[src/rtl/pcs_tx_oset_fsm.sv]
// pcs_tx_oset_fsm: 1000BASE-X PCS transmit ordered-set state machine.
// Converts GMII TX_EN/TX_ER/TXD into ordered-set codes for the code-group encoder.
// Handles xmit modes, carrier extension, EPD alignment and a saturating error count.
//
// Ports:
//   CLK              clock, all state changes on rising edge
//   RESET            synchronous active-low reset
//   TXD[7:0]         GMII transmit data
//   TX_EN, TX_ER     GMII transmit enable / error
//   TX_OSET_indicate code-group process done with current set; FSM may advance
//   tx_even          1 = current code-group is even (used at EPD2 only)
//   xmit[1:0]        00 CONFIGURATION, 01 IDLE, 10 DATA, 11 treated as IDLE
//   tx_o_set[2:0]    0 /I/, 1 /C/, 2 /S/, 3 /D/, 4 /T/, 5 /R/, 6 /V/
//   tx_data[7:0]     octet for /D/, 0 otherwise
//   transmitting     high from /S/ (or start /V/) through last /D/ or /V/
//   tx_err_cnt       saturating count of /V/ sets emitted
module pcs_tx_oset_fsm #(
  parameter bit          EXT_EN     = 1'b1,
  parameter bit          EPD3_ALIGN = 1'b1,
  parameter int unsigned CNT_W      = 8
) (
  input  logic             CLK,
  input  logic             RESET,
  input  logic [7:0]       TXD,
  input  logic             TX_EN,
  input  logic             TX_ER,
  input  logic             TX_OSET_indicate,
  input  logic             tx_even,
  input  logic [1:0]       xmit,
  output logic [2:0]       tx_o_set,
  output logic [7:0]       tx_data,
  output logic             transmitting,
  output logic [CNT_W-1:0] tx_err_cnt
);

  localparam logic [1:0] XMIT_CFG  = 2'b00;
  localparam logic [1:0] XMIT_DATA = 2'b10;

  localparam logic [2:0] OS_I = 3'd0;
  localparam logic [2:0] OS_C = 3'd1;
  localparam logic [2:0] OS_S = 3'd2;
  localparam logic [2:0] OS_D = 3'd3;
  localparam logic [2:0] OS_T = 3'd4;
  localparam logic [2:0] OS_R = 3'd5;
  localparam logic [2:0] OS_V = 3'd6;

  localparam logic [CNT_W-1:0] CNT_MAX = {CNT_W{1'b1}};

  typedef enum logic [3:0] {
    ST_XMIT_IDLE,
    ST_CONFIG,
    ST_SOP,
    ST_START_ERR,
    ST_PACKET,
    ST_EOP,
    ST_EOP_EXT,
    ST_EXTEND,
    ST_EPD2,
    ST_EPD3
  } state_e;

  state_e           state_q, state_d;
  logic [2:0]       oset_q, oset_d;
  logic [7:0]       data_q, data_d;
  logic             tx_q, tx_d;
  logic [CNT_W-1:0] cnt_q, cnt_d;
  logic             err_set;

  // Next state and next registered outputs; everything holds without indicate.
  always_comb begin
    state_d = state_q;
    oset_d  = oset_q;
    data_d  = data_q;
    tx_d    = tx_q;
    cnt_d   = cnt_q;
    err_set = 1'b0;

    if (TX_OSET_indicate) begin
      if (xmit == XMIT_CFG) begin
        state_d = ST_CONFIG;
      end else begin
        case (state_q)
          ST_XMIT_IDLE: begin
            if (xmit == XMIT_DATA && TX_EN) begin
              state_d = TX_ER ? ST_START_ERR : ST_SOP;
              err_set = TX_ER;
            end
          end
          // The set following /S/ or a start /V/ already follows the packet rules.
          ST_SOP, ST_START_ERR, ST_PACKET: begin
            if (TX_EN) begin
              state_d = ST_PACKET;
              err_set = TX_ER;
            end else if (TX_ER && EXT_EN) begin
              state_d = ST_EOP_EXT;
            end else begin
              state_d = ST_EOP;
            end
          end
          ST_EOP:     state_d = ST_EPD2;
          ST_EOP_EXT: state_d = ST_EXTEND;
          ST_EXTEND: begin
            if (TX_EN || !TX_ER) state_d = ST_EPD2;
          end
          ST_EPD2:   state_d = (tx_even && EPD3_ALIGN) ? ST_EPD3 : ST_XMIT_IDLE;
          ST_EPD3:   state_d = ST_XMIT_IDLE;
          ST_CONFIG: state_d = ST_XMIT_IDLE;
          default:   state_d = ST_XMIT_IDLE;
        endcase
      end

      // Output code follows the state being entered.
      data_d = 8'h00;
      case (state_d)
        ST_XMIT_IDLE: oset_d = OS_I;
        ST_CONFIG:    oset_d = OS_C;
        ST_SOP:       oset_d = OS_S;
        ST_START_ERR: oset_d = OS_V;
        ST_PACKET: begin
          oset_d = TX_ER ? OS_V : OS_D;
          if (!TX_ER) data_d = TXD;
        end
        ST_EOP, ST_EOP_EXT: oset_d = OS_T;
        default:            oset_d = OS_R;
      endcase

      tx_d = (state_d == ST_SOP) || (state_d == ST_START_ERR) || (state_d == ST_PACKET);

      if (err_set && (cnt_q != CNT_MAX)) cnt_d = cnt_q + CNT_W'(1);
    end
  end

  // State and output registers.
  always_ff @(posedge CLK) begin
    if (!RESET) begin
      state_q <= ST_XMIT_IDLE;
      oset_q  <= OS_I;
      data_q  <= 8'h00;
      tx_q    <= 1'b0;
      cnt_q   <= '0;
    end else begin
      state_q <= state_d;
      oset_q  <= oset_d;
      data_q  <= data_d;
      tx_q    <= tx_d;
      cnt_q   <= cnt_d;
    end
  end

  assign tx_o_set     = oset_q;
  assign tx_data      = data_q;
  assign transmitting = tx_q;
  assign tx_err_cnt   = cnt_q;

endmodule
[config.mk]
export PLATFORM = sky130hd
export DESIGN_NAME = pcs_tx_oset_fsm
export DESIGN_NICKNAME = d
export VERILOG_FILES = /design/src/rtl/pcs_tx_oset_fsm.sv
export SDC_FILE = /design/constraint.sdc
export NUM_CORES = 1
export LEC_CHECK = 0
export ABC_AREA = 1
export ABC_CLOCK_PERIOD_IN_PS = 2300
export BUFFER_PORTS_ARGS = -buffer_cell sky130_fd_sc_hd__buf_2
export CORE_ASPECT_RATIO = 1.75
export CORE_UTILIZATION = 50
export CTS_CLUSTER_SIZE = 16
export DETAILED_ROUTE_END_ITERATION = 6
export HOLD_SLACK_MARGIN = 0.02
export PLACE_DENSITY_LB_ADDON = 0.25
export SKIP_CTS_REPAIR_TIMING = 1
export SYNTH_ARGS = -nofsm -noshare
export SYNTH_HDL_FRONTEND = slang
export SYNTH_SLANG_ARGS = --single-unit
[constraint.sdc]
create_clock -name CLK -period 2.3 [get_ports CLK]
set_clock_uncertainty 0.2 [all_clocks]
set_input_delay 0.23 -clock CLK [delete_from_list [all_inputs] [get_ports CLK]]
set_output_delay 0.23 -clock CLK [all_outputs]
set_load 0.05 [all_outputs]
==> flow_results.xml, run 1 <==
<?xml version="1.0" encoding="UTF-8"?>
<metrics>
  <group name="global_routing">
    <metric name="first_global_vias" unit="">1325</metric>
    <metric name="grt_antenna_before_repair" unit="">0</metric>
    <metric name="overflow" unit="">0</metric>
    <metric name="groute.usage.overall" unit="">0.263</metric>
    <metric name="grt_pass1_wl" unit="um">5340</metric>
    <metric name="largest_net_degree_at_the_start_of_global_routing" unit="">17</metric>
  </group>
  <group name="setup_path">
    <metric name="regToRegSetupSlack" unit="ps">380</metric>
    <metric name="timing_worst_setup_path_type" unit="">reg2reg</metric>
    <metric name="required" unit="ps">2270</metric>
    <metric name="timing.critical_path.fanout_max" unit="">11</metric>
    <metric name="critical_path.reg2reg.startpoint" unit="">state_q[0]$_SDFFE_PN0P_</metric>
    <metric name="cp-end-kind" unit="">flop</metric>
    <metric name="critical_path.reg2reg.endpoint" unit="">tx_o_set[2]$_SDFFE_PN0P_</metric>
    <metric name="startpoint_type" unit="">flop</metric>
    <metric name="critical_path_arrival" unit="ps">1890</metric>
    <metric name="rr_worst_depth" unit="">9</metric>
    <metric name="crit_start" unit="">state_q[0]$_SDFFE_PN0P_</metric>
  </group>
  <group name="floorplan">
    <metric name="fp-row-count" unit="">24</metric>
    <metric name="ios" unit="">36</metric>
    <metric name="die_w" unit="um">40.5</metric>
    <metric name="core" unit="um^2">2460</metric>
    <metric name="initial_standard_cell_utilization_of_the_core" unit="">0.526</metric>
    <metric name="chipHeight" unit="um">69.3</metric>
    <metric name="die_area" unit="um^2">2810</metric>
  </group>
  <group name="power">
    <metric name="worst_ir_drop_vdd" unit="mV">0.534</metric>
    <metric name="power_per_cell_area" unit="nW/um^2">612</metric>
    <metric name="p_leak" unit="uW">0.000749</metric>
  </group>
  <group name="sta">
    <metric name="maxSlewViolCount" unit="">0</metric>
    <metric name="maxClockFrequency" unit="MHz">521</metric>
    <metric name="finalSetupTns" unit="ps">0</metric>
    <metric name="worst_slew_margin_rel" unit="">0.718</metric>
    <metric name="period_minus_slack" unit="ps">1920</metric>
    <metric name="timing.final.setup_violations" unit="">0</metric>
    <metric name="worst-slew-pin-transition" unit="ps">422</metric>
    <metric name="rsz0062_at_grt" unit="">no</metric>
    <metric name="final.hold.worst_slack" unit="ps">25.4</metric>
    <metric name="final_critical_path_setup_slack" unit="ps">380</metric>
    <metric name="timing_hold_violations_final" unit="">0</metric>
    <metric name="final.period_utilization" unit="">0.835</metric>
  </group>
  <group name="clocking">
    <metric name="cts_tree" unit="">done</metric>
    <metric name="clock_path_buffers" unit="">2</metric>
    <metric name="ctsHtreeMaxLevel" unit="">1</metric>
    <metric name="total_cts_buffers" unit="">3</metric>
    <metric name="cts.sinks" unit="">24</metric>
    <metric name="clk_transition_reported_paths" unit="ps">90</metric>
    <metric name="clock_latency_on_the_worst_skew_pair" unit="ps">270</metric>
    <metric name="clock_tree.root_cell" unit="">sky130_fd_sc_hd__clkbuf_8</metric>
  </group>
  <group name="routing">
    <metric name="drt_initial_violations" unit="">19</metric>
    <metric name="dr_wl_cell" unit="um">12.5</metric>
    <metric name="wl_met2" unit="um">1690</metric>
    <metric name="met1_length" unit="um">1240</metric>
    <metric name="route.top_layer_used" unit="">met4</metric>
    <metric name="via_count" unit="">1358</metric>
    <metric name="drt-pass1-iter-count" unit="">5</metric>
    <metric name="drc" unit="">0</metric>
    <metric name="detailroute.wirelength.met3" unit="um">109</metric>
    <metric name="post_drt_via_cell_ratio" unit="">5.41</metric>
    <metric name="detail-route-antenna-nets" unit="">0</metric>
    <metric name="drt-total-wl" unit="um">3140</metric>
  </group>
  <group name="yosys">
    <metric name="postSynthAreaPerCell" unit="um^2">6.78</metric>
    <metric name="netlist_area" unit="um^2">1290</metric>
    <metric name="post_synth_inst_count" unit="">191</metric>
    <metric name="synth_edf_count" unit="">0</metric>
    <metric name="synth_seq_cells" unit="">24</metric>
    <metric name="synthTopCellsByArea" unit="">sky130_fd_sc_hd__dfxtp_1 37%, sky130_fd_sc_hd__nand2_1 12%, sky130_fd_sc_hd__a21oi_1 7.7%</metric>
    <metric name="postSynth.topFlopCell" unit="">sky130_fd_sc_hd__dfxtp_1</metric>
    <metric name="asyncSetResetFlopFracSynth" unit="">0</metric>
    <metric name="sequential_share_of_the_synthesized_area" unit="">0.371</metric>
    <metric name="synth-warning-count" unit="">0</metric>
    <metric name="largest_area_contributor_in_the_netlist" unit="">sky130_fd_sc_hd__dfxtp_1</metric>
    <metric name="synth_cell_type_count" unit="">27</metric>
    <metric name="total_nets_after_synthesis" unit="">208</metric>
    <metric name="fraction_of_post_synthesis_cell_area_in_the_top_cell_type_by_area" unit="">0.371</metric>
  </group>
  <group name="finish">
    <metric name="num_antenna_cells" unit="">0</metric>
    <metric name="finish.net_count" unit="">243</metric>
    <metric name="layout.cells.most_common" unit="">sky130_fd_sc_hd__nand2_1</metric>
    <metric name="fillerInstances" unit="">257</metric>
    <metric name="ratio_of_cells_with_drive_above_1_in_the_final_layout" unit="">0.267</metric>
    <metric name="synthToLayoutAreaGrowth" unit="%">19.2</metric>
    <metric name="layout_common_cells" unit="">42 x sky130_fd_sc_hd__nand2_1, 35 x sky130_fd_sc_hd__buf_2, 24 x sky130_fd_sc_hd__dfxtp_1</metric>
    <metric name="total_non_filler_cell_area_in_the_finished_layout" unit="um^2">1540</metric>
  </group>
  <group name="hold_path">
    <metric name="worstHoldEndpoint" unit="">tx_data[6]$_SDFFE_PN0P_</metric>
    <metric name="hold-path-cell-count" unit="">3</metric>
    <metric name="worstHoldPathType" unit="">in2reg</metric>
    <metric name="timing.hold.worst.start" unit="">TXD[6]</metric>
  </group>
  <group name="placed_design">
    <metric name="placement.setup.worst_slack" unit="ps">405</metric>
    <metric name="globalplace.congestion" unit="">0.938</metric>
    <metric name="portBuffers" unit="">35</metric>
    <metric name="dpl-instance-area" unit="um^2">1470</metric>
    <metric name="dp_hpwl" unit="um">2450</metric>
  </group>
  <group name="outcome">
    <metric name="status" unit="">finished, final reports clean</metric>
  </group>
  <group name="flow_run">
    <metric name="timing.max_cap.violations" unit="">0</metric>
  </group>
</metrics>
-- how the worst max path moves through the flow --
stage                     depth (start not counted)  slack, ps                         end
after floorplan                                  11        190  tx_err_cnt[2]$_SDFFE_PN0P_
after global placement                            9        440    tx_o_set[2]$_SDFFE_PN0P_
after detailed placement                          9        400    tx_o_set[2]$_SDFFE_PN0P_
after CTS                                         9        400    tx_o_set[2]$_SDFFE_PN0P_
after global routing                             11        160  tx_err_cnt[3]$_SDFFE_PN0P_
final                                             9        380    tx_o_set[2]$_SDFFE_PN0P_
-- layer usage --
layer  global-route usage  vias up
li1                     -      689
met1                0.263      605
met2                0.443       50
met3               0.0673       14
met4                0.148        0
met5                    0        -
-- cell type report --
| class | count | area (um^2) | area share |
|---|---|---|---|
| clock inverters | 1 | 30.0 | 0.0194 |
| multi-input cells | 138 | 692 | 0.448 |
| inverters | 24 | 92.6 | 0.0600 |
| clock buffers | 3 | 41.3 | 0.0267 |
| well taps | 26 | 32.5 | 0.0211 |
| repair buffers | 35 | 175 | 0.113 |
| flip-flops and latches | 24 | 480 | 0.311 |
-- state kept, by name, indices dropped and copies added (netlist names) --
signal	cells
tx_o_set	3
state_q	4
tx_err_cnt	8
transmitting	1
tx_data	8
-- where the power goes --
part	leakage (uW)	switching, uW	internal, uW
clock network	0.0000357	138	233
registers	0.000195	8.19	425
logic	0.000519	101	40.4
total	0.000749	247	698
-- worst max-delay path, cell delays in order, from the launching register on --
cell and delay (ps):
sky130_fd_sc_hd__dfxtp_1 450, sky130_fd_sc_hd__nor2_2 120, sky130_fd_sc_hd__nand3_1 120, sky130_fd_sc_hd__nand2_1 60
sky130_fd_sc_hd__nor2_1 150, sky130_fd_sc_hd__nor2_2 80, sky130_fd_sc_hd__nor2_2 360, sky130_fd_sc_hd__nand2_1 90
sky130_fd_sc_hd__a21oi_1 160, sky130_fd_sc_hd__nor2_1 50
-- cells by family (layout without fill, tap and decap cells) --
kind of cell,Yosys count,in the layout,share of synthesized area
flip-flops,24,24,0.371
adder cells (fa/ha/maj),1,1,0.00966
XOR/XNOR,2,2,0.0135
AO/OA/AOI/OAI,29,29,0.119
buffers and inverters,29,63,0.0947
AND/OR/NAND/NOR,106,106,0.392
-- synth_stat cells, drive strengths merged (2+ instances only) --
| library cell | n |
|---|---|
| nand2 | 50 |
| dfxtp | 24 |
| inv | 23 |
| nor2 | 23 |
| a21oi | 20 |
| nand3 | 19 |
| nand4 | 12 |
| o21ai | 7 |
| clkbuf | 3 |
| buf | 2 |
-- stage by stage --
stage                     total power (uW)   util  std cells
after floorplan                        548      -        191
after global placement                 581  0.598        247
after detailed placement               582  0.598        247
after CTS                              953  0.627        251
after global routing                   987  0.627        251
final                                  945  0.627        251
Power figures use the tool's default switching activity.
==> run 2: changes to the inputs <==
Settings changed: ABC_AREA 1 to 0, ABC_CLOCK_PERIOD_IN_PS 2300 to 1700, CORE_UTILIZATION 50 to 46.
Clock period 2.3 ns to 1.7 ns, I/O delays scaled along.
==> flow_results.xml, run 2 <==
<?xml version="1.0" encoding="UTF-8"?>
<metrics>
  <group name="outcome">
    <metric name="status" unit="">finished with violations</metric>
    <metric name="failing_checks" unit="">setup timing</metric>
  </group>
  <group name="routing">
    <metric name="drt-total-wl" unit="um">4240</metric>
    <metric name="drt-pass1-iter-count" unit="">4</metric>
    <metric name="dr_wl_cell" unit="um">17.5</metric>
    <metric name="via_count" unit="">1489</metric>
    <metric name="detail-route-antenna-nets" unit="">0</metric>
    <metric name="drt_initial_violations" unit="">50</metric>
    <metric name="drc" unit="">0</metric>
    <metric name="post_drt_via_cell_ratio" unit="">6.13</metric>
  </group>
  <group name="setup_path">
    <metric name="required" unit="ps">1690</metric>
    <metric name="timing.critical_path.fanout_max" unit="">6</metric>
    <metric name="critical_path_arrival" unit="ps">1900</metric>
    <metric name="startpoint_type" unit="">flop</metric>
    <metric name="cp-end-kind" unit="">flop</metric>
    <metric name="timing_worst_setup_path_type" unit="">reg2reg</metric>
  </group>
  <group name="flow_run">
    <metric name="timing.max_cap.violations" unit="">0</metric>
  </group>
  <group name="sta">
    <metric name="final.period_utilization" unit="">1.12</metric>
    <metric name="maxSlewViolCount" unit="">0</metric>
    <metric name="period_minus_slack" unit="ps">1910</metric>
    <metric name="timing.final.setup_violations" unit="">20</metric>
    <metric name="timing_hold_violations_final" unit="">0</metric>
    <metric name="worst-slew-pin-transition" unit="ps">646</metric>
    <metric name="final.hold.worst_slack" unit="ps">18.9</metric>
    <metric name="maxClockFrequency" unit="MHz">524</metric>
    <metric name="final_critical_path_setup_slack" unit="ps">-210</metric>
    <metric name="worst_slew_margin_rel" unit="">0.568</metric>
    <metric name="rsz0062_at_grt" unit="">yes</metric>
  </group>
  <group name="power">
    <metric name="seqPwrFrac" unit="">0.496</metric>
    <metric name="p_int" unit="uW">861</metric>
    <metric name="psw" unit="uW">300</metric>
    <metric name="worst_ir_drop_vdd" unit="mV">0.636</metric>
    <metric name="switching_fraction_of_total_power" unit="">0.258</metric>
    <metric name="power_per_cell_area" unit="nW/um^2">594</metric>
    <metric name="power.combinational.fraction" unit="">0.172</metric>
    <metric name="p_leak" unit="uW">0.000794</metric>
    <metric name="pwr-share-clk" unit="">0.332</metric>
    <metric name="total_power" unit="uW">1160</metric>
  </group>
  <group name="finish">
    <metric name="layout.cells.most_common" unit="">sky130_fd_sc_hd__buf_2</metric>
    <metric name="ratio_of_cells_with_drive_above_1_in_the_final_layout" unit="">0.468</metric>
    <metric name="finish.utilization" unit="">0.718</metric>
    <metric name="finish.net_count" unit="">234</metric>
    <metric name="num_antenna_cells" unit="">0</metric>
    <metric name="fillerInstances" unit="">209</metric>
    <metric name="synthToLayoutAreaGrowth" unit="%">47.8</metric>
    <metric name="layout_common_cells" unit="">35 x sky130_fd_sc_hd__buf_2, 22 x sky130_fd_sc_hd__buf_4, 14 x sky130_fd_sc_hd__dfxtp_1</metric>
  </group>
  <group name="global_routing">
    <metric name="largest_net_degree_at_the_start_of_global_routing" unit="">14</metric>
    <metric name="grt_antenna_before_repair" unit="">0</metric>
    <metric name="groute.usage.overall" unit="">0.256</metric>
    <metric name="overflow" unit="">0</metric>
    <metric name="grt_pass1_wl" unit="um">6100</metric>
    <metric name="first_global_vias" unit="">1420</metric>
  </group>
  <group name="yosys">
    <metric name="synth_seq_cells" unit="">24</metric>
    <metric name="postSynth.topFlopCell" unit="">sky130_fd_sc_hd__dfxtp_1</metric>
    <metric name="synth_top_family_by_area" unit="">simple AND/OR/NAND/NOR gates</metric>
    <metric name="total_nets_after_synthesis" unit="">167</metric>
    <metric name="yosys.area_share.simple" unit="">0.290</metric>
    <metric name="synth-warning-count" unit="">0</metric>
    <metric name="yosys.area_share.xor_xnor" unit="">0.0132</metric>
    <metric name="largest_area_contributor_in_the_netlist" unit="">sky130_fd_sc_hd__dfxtp_1</metric>
    <metric name="yosys.area_share.adder" unit="">0.0180</metric>
    <metric name="synth_cell_type_count" unit="">49</metric>
    <metric name="post_synth_inst_count" unit="">150</metric>
    <metric name="synth_edf_count" unit="">0</metric>
    <metric name="asyncSetResetFlopFracSynth" unit="">0</metric>
    <metric name="synthTopCellsByArea" unit="">sky130_fd_sc_hd__dfxtp_1 36%, sky130_fd_sc_hd__a22o_1 5.3%, sky130_fd_sc_hd__a21oi_1 3.4%</metric>
    <metric name="postSynthAreaPerCell" unit="um^2">8.82</metric>
    <metric name="netlist_area" unit="um^2">1320</metric>
    <metric name="synth_compound_area_frac" unit="">0.255</metric>
    <metric name="fraction_of_post_synthesis_cell_area_in_the_top_cell_type_by_area" unit="">0.363</metric>
    <metric name="synthMostInstantiatedCell" unit="">sky130_fd_sc_hd__dfxtp_1</metric>
    <metric name="synth.top_cells.by_count" unit="">24 x sky130_fd_sc_hd__dfxtp_1, 9 x sky130_fd_sc_hd__a21oi_1, 9 x sky130_fd_sc_hd__nand2_1, 9 x sky130_fd_sc_hd__nand3_1, 9 x sky130_fd_sc_hd__o21ai_0</metric>
    <metric name="synth.mux.area_fraction" unit="">0.0151</metric>
    <metric name="sequential_share_of_the_synthesized_area" unit="">0.363</metric>
  </group>
  <group name="clocking">
    <metric name="cts.sinks" unit="">24</metric>
    <metric name="clk_transition_reported_paths" unit="ps">80</metric>
    <metric name="ctsHtreeMaxLevel" unit="">1</metric>
    <metric name="clock_tree.root_cell" unit="">sky130_fd_sc_hd__clkbuf_8</metric>
    <metric name="clock_path_buffers" unit="">2</metric>
    <metric name="clock_latency_on_the_worst_skew_pair" unit="ps">260</metric>
    <metric name="cts_tree" unit="">done</metric>
    <metric name="total_cts_buffers" unit="">3</metric>
  </group>
  <group name="placed_design">
    <metric name="placement.setup.worst_slack" unit="ps">-346</metric>
    <metric name="globalplace.congestion" unit="">0.916</metric>
    <metric name="dp_hpwl" unit="um">3000</metric>
    <metric name="portBuffers" unit="">35</metric>
  </group>
  <group name="floorplan">
    <metric name="ios" unit="">36</metric>
    <metric name="core" unit="um^2">2720</metric>
    <metric name="chipHeight" unit="um">72.9</metric>
    <metric name="initial_standard_cell_utilization_of_the_core" unit="">0.486</metric>
    <metric name="fp-row-count" unit="">25</metric>
    <metric name="die_w" unit="um">42.5</metric>
    <metric name="die_area" unit="um^2">3100</metric>
  </group>
  <group name="hold_path">
    <metric name="worstHoldPathType" unit="">in2reg</metric>
  </group>
</metrics>
run 2: cell count changes after synthesis, sizes merged, moves of 4 or more:
cell,before,now
a21oi,20,9
inv,23,5
a22o,0,8
nand2b,0,7
nand2,50,9
nand4,12,3
nor2,23,8
nand3,19,10
o21ai,7,11
run 2: kinds of logic (layout without fill, tap and decap cells):
| kind of cell | count (synthesis) | count (layout) |
|---|---|---|
| AND/OR/NAND/NOR | 61 | 61 |
| AO/OA/AOI/OAI | 47 | 47 |
| flip-flops | 24 | 24 |
| buffers and inverters | 12 | 78 |
| adder cells (fa/ha/maj) | 2 | 2 |
| XOR/XNOR | 2 | 2 |
| multiplexers | 2 | 2 |
run 2: worst paths after layout:
| path | to | slack, ps | from | cells past startpoint |
|---|---|---|---|---|
| setup reg to reg | tx_err_cnt[3]$_SDFFE_PN0P_ | -210 | state_q[1]$_SDFFE_PN0P_ | 6 |
| hold / removal | tx_o_set[2]$_SDFFE_PN0P_ | 20 | TX_OSET_indicate | 2 |
| hold reg to reg | tx_o_set[1]$_SDFFE_PN0P_ | 270 | tx_o_set[1]$_SDFFE_PN0P_ | 2 |
| setup / recovery | tx_err_cnt[3]$_SDFFE_PN0P_ | -210 | state_q[1]$_SDFFE_PN0P_ | 6 |
run 2: power groups by stage:
stage / combinational (uW) / clock, uW / sequential [uW]
6_report: 200 / 385 / 576
5_1_grt: 210 / 410 / 577
4_1_cts: 164 / 394 / 578
3_5_place_dp: 162 / 0 / 591
3_3_place_gp: 156 / 0 / 590
2_1_floorplan: 74.1 / 0 / 607
run 2: metrics by stage:
step	instances	instance area, um^2	TNS [ps]
floorplan	150	1350	-1250
global placement	228	1680	-3440
detailed placement	228	1680	-4550
CTS	232	1740	-4870
global route	243	1950	-4090
finish	243	1950	-2980
run 2: metal layers:
| layer | up-vias | track usage | wire length, um |
|---|---|---|---|
| met5 | - | 0 | 0 |
| li1 | 695 | - | - |
| met3 | 19 | 0.0297 | 188 |
| met4 | 0 | 0.142 | 182 |
| met2 | 74 | 0.515 | 2410 |
| met1 | 701 | 0.235 | 1460 |
run 2: critical path, cell delays in order, from the launching register on:
cell,delay [ps]
sky130_fd_sc_hd__dfxtp_4,380
sky130_fd_sc_hd__buf_4,150
sky130_fd_sc_hd__nor3b_2,190
sky130_fd_sc_hd__o21ai_2,110
sky130_fd_sc_hd__o2bb2ai_2,160
sky130_fd_sc_hd__or4_1,480
sky130_fd_sc_hd__a21oi_1,170
run 2: final cells by class:
type / instances / area, um^2 / area share
multi-input combinational: 114 / 881 / 0.451
timing repair buffer: 69 / 465 / 0.238
sequential: 24 / 500 / 0.256
clock buffer: 4 / 55.1 / 0.0282
inverter: 5 / 18.8 / 0.00960
tap: 27 / 33.8 / 0.0173
==> run 3: changes to the inputs <==
--- a/constraint.sdc
+++ b/constraint.sdc
@@ -4,2 +4,2 @@
 set_output_delay 0.17 -clock CLK [all_outputs]
-set_load 0.05 [all_outputs]
+set_load 0.01 [all_outputs]
==> flow_results.xml, run 3 (synthesized netlist as in run 2, its figures left out) <==
<?xml version="1.0" encoding="UTF-8"?>
<metrics>
  <group name="global_routing">
    <metric name="grt_antenna_before_repair" unit="">0</metric>
    <metric name="largest_net_degree_at_the_start_of_global_routing" unit="">14</metric>
    <metric name="grt_pass1_wl" unit="um">6440</metric>
    <metric name="first_global_vias" unit="">1446</metric>
    <metric name="overflow" unit="">0</metric>
    <metric name="groute.usage.overall" unit="">0.273</metric>
  </group>
  <group name="sta">
    <metric name="maxClockFrequency" unit="MHz">524</metric>
    <metric name="final.period_utilization" unit="">1.12</metric>
    <metric name="timing.final.setup_violations" unit="">22</metric>
    <metric name="worst-slew-pin-transition" unit="ps">663</metric>
    <metric name="rsz0062_at_grt" unit="">yes</metric>
    <metric name="worst_slew_margin_rel" unit="">0.557</metric>
    <metric name="timing_hold_violations_final" unit="">1</metric>
    <metric name="maxSlewViolCount" unit="">0</metric>
    <metric name="final.hold.worst_slack" unit="ps">-6.15</metric>
    <metric name="final_critical_path_setup_slack" unit="ps">-207</metric>
    <metric name="period_minus_slack" unit="ps">1910</metric>
  </group>
  <group name="placed_design">
    <metric name="dpl-instance-area" unit="um^2">1800</metric>
    <metric name="portBuffers" unit="">35</metric>
    <metric name="dp_hpwl" unit="um">3030</metric>
    <metric name="globalplace.congestion" unit="">0.926</metric>
    <metric name="placedCellCount" unit="">242</metric>
  </group>
  <group name="floorplan">
    <metric name="die_area" unit="um^2">3100</metric>
    <metric name="fp-row-count" unit="">25</metric>
    <metric name="core" unit="um^2">2720</metric>
    <metric name="initial_standard_cell_utilization_of_the_core" unit="">0.486</metric>
    <metric name="ios" unit="">36</metric>
    <metric name="die_w" unit="um">42.5</metric>
    <metric name="chipHeight" unit="um">72.9</metric>
  </group>
  <group name="setup_path">
    <metric name="buffering_stage_count_on_the_worst_path_with_inverters_included" unit="">2</metric>
    <metric name="timing.critical_path.fanout_max" unit="">8</metric>
    <metric name="critical_path_arrival" unit="ps">1880</metric>
    <metric name="rr_worst_depth" unit="">7</metric>
    <metric name="startpoint_type" unit="">flop</metric>
    <metric name="path_delay_family" unit="">compound AO/OA/AOI/OAI gates</metric>
    <metric name="cp-end-kind" unit="">flop</metric>
    <metric name="crit_chain" unit="">buf_6 &gt; nand2b_4 &gt; maj3_2 &gt; o21ai_4 &gt; nor4_4 &gt; buf_4 &gt; a22o_1</metric>
    <metric name="cp_slowest_stage_delay" unit="ps">400</metric>
    <metric name="worst-path-stages" unit="">7</metric>
    <metric name="required" unit="ps">1670</metric>
    <metric name="critPathSlowestCell" unit="">sky130_fd_sc_hd__dfxtp_4</metric>
    <metric name="timing_worst_setup_path_type" unit="">reg2reg</metric>
  </group>
  <group name="power">
    <metric name="worst_ir_drop_vdd" unit="mV">0.497</metric>
    <metric name="p_leak" unit="uW">0.000912</metric>
    <metric name="power_per_cell_area" unit="nW/um^2">542</metric>
  </group>
  <group name="finish">
    <metric name="ratio_of_cells_with_drive_above_1_in_the_final_layout" unit="">0.532</metric>
    <metric name="num_antenna_cells" unit="">0</metric>
    <metric name="post_layout_nonfiller_instances" unit="">262</metric>
    <metric name="finish.utilization" unit="">0.807</metric>
    <metric name="finish.net_count" unit="">253</metric>
    <metric name="layout_common_cells" unit="">38 x sky130_fd_sc_hd__buf_4, 35 x sky130_fd_sc_hd__buf_2, 20 x sky130_fd_sc_hd__dfxtp_1</metric>
    <metric name="total_non_filler_cell_area_in_the_finished_layout" unit="um^2">2200</metric>
    <metric name="fillerInstances" unit="">182</metric>
    <metric name="synthToLayoutAreaGrowth" unit="%">66.1</metric>
    <metric name="layout.cells.most_common" unit="">sky130_fd_sc_hd__buf_4</metric>
  </group>
  <group name="outcome">
    <metric name="status" unit="">finished with violations</metric>
    <metric name="failing_checks" unit="">hold timing, setup timing</metric>
  </group>
  <group name="routing">
    <metric name="via_count" unit="">1568</metric>
    <metric name="drt-pass1-iter-count" unit="">4</metric>
    <metric name="detail-route-antenna-nets" unit="">0</metric>
    <metric name="post_drt_via_cell_ratio" unit="">5.98</metric>
    <metric name="drt-total-wl" unit="um">4520</metric>
    <metric name="dr_wl_cell" unit="um">17.2</metric>
    <metric name="drc" unit="">0</metric>
    <metric name="drt_initial_violations" unit="">57</metric>
  </group>
  <group name="hold_path">
    <metric name="worstHoldPathType" unit="">in2reg</metric>
    <metric name="hold-path-cell-count" unit="">2</metric>
  </group>
  <group name="clocking">
    <metric name="ctsHtreeMaxLevel" unit="">1</metric>
    <metric name="clock_tree.root_cell" unit="">sky130_fd_sc_hd__clkbuf_8</metric>
    <metric name="total_cts_buffers" unit="">3</metric>
    <metric name="clock_path_buffers" unit="">2</metric>
    <metric name="cts.sinks" unit="">24</metric>
    <metric name="clock_latency_on_the_worst_skew_pair" unit="ps">280</metric>
    <metric name="cts_tree" unit="">done</metric>
    <metric name="clk_transition_reported_paths" unit="ps">90</metric>
  </group>
  <group name="flow_run">
    <metric name="timing.max_cap.violations" unit="">0</metric>
  </group>
</metrics>
-- run 3: cell types whose count changed in the layout (fill, tap and decap cells not counted), moves of 3 or more --
| cell | delta |
|---|---|
| sky130_fd_sc_hd__buf_6 | +3 |
| sky130_fd_sc_hd__dfxtp_1 | +6 |
| sky130_fd_sc_hd__dfxtp_2 | -6 |
| sky130_fd_sc_hd__buf_4 | +16 |
-- run 3: area by class of cell --
class / count / area [um^2] / share of cell area
multi-input combinational: 114 / 977 / 0.445
timing repair buffer: 88 / 619 / 0.282
sequential: 24 / 493 / 0.224
clock buffer: 4 / 55.1 / 0.0251
tap: 27 / 33.8 / 0.0154
inverter: 5 / 18.8 / 0.00854
-- run 3: path summary, 6_finish.rpt --
| kind | end | slack (ps) | from |
|---|---|---|---|
| worst min-delay path | tx_o_set[2]$_SDFFE_PN0P_ | -6 | TX_OSET_indicate |
| worst max-delay path | tx_data[4]$_SDFFE_PN0P_ | -210 | state_q[2]$_SDFFE_PN0P_ |
| worst min register to register | transmitting$_SDFFE_PN0P_ | 270 | transmitting$_SDFFE_PN0P_ |
| worst max register to register | tx_data[4]$_SDFFE_PN0P_ | -210 | state_q[2]$_SDFFE_PN0P_ |
-- run 3: report_power, final --
part           internal, uW  switching (uW)  total [uW]
Clock                   208             197         404
Combinational           106             105         211
Sequential              566            9.89         576
-- run 3: metal layers --
layer / global-route usage / vias up / part of all wire
li1: - / 736 / -
met1: 0.263 / 759 / 0.34
met2: 0.544 / 60 / 0.60
met3: 0.0248 / 13 / 0.031
met4: 0.142 / 0 / 0.032
met5: 0 / - / 0
-- run 3: per-stage QoR --
step	total power [uW]	TNS (ps)	setup slack (ps)	hold WS [ps]
detailed placement	750	-3800	-243	202
finish	1190	-2820	-207	-6.15
global route	1220	-4030	-261	15.3
CTS	1140	-4500	-274	-90.2
floorplan	668	-1200	-126	109
global placement	746	-3310	-203	196
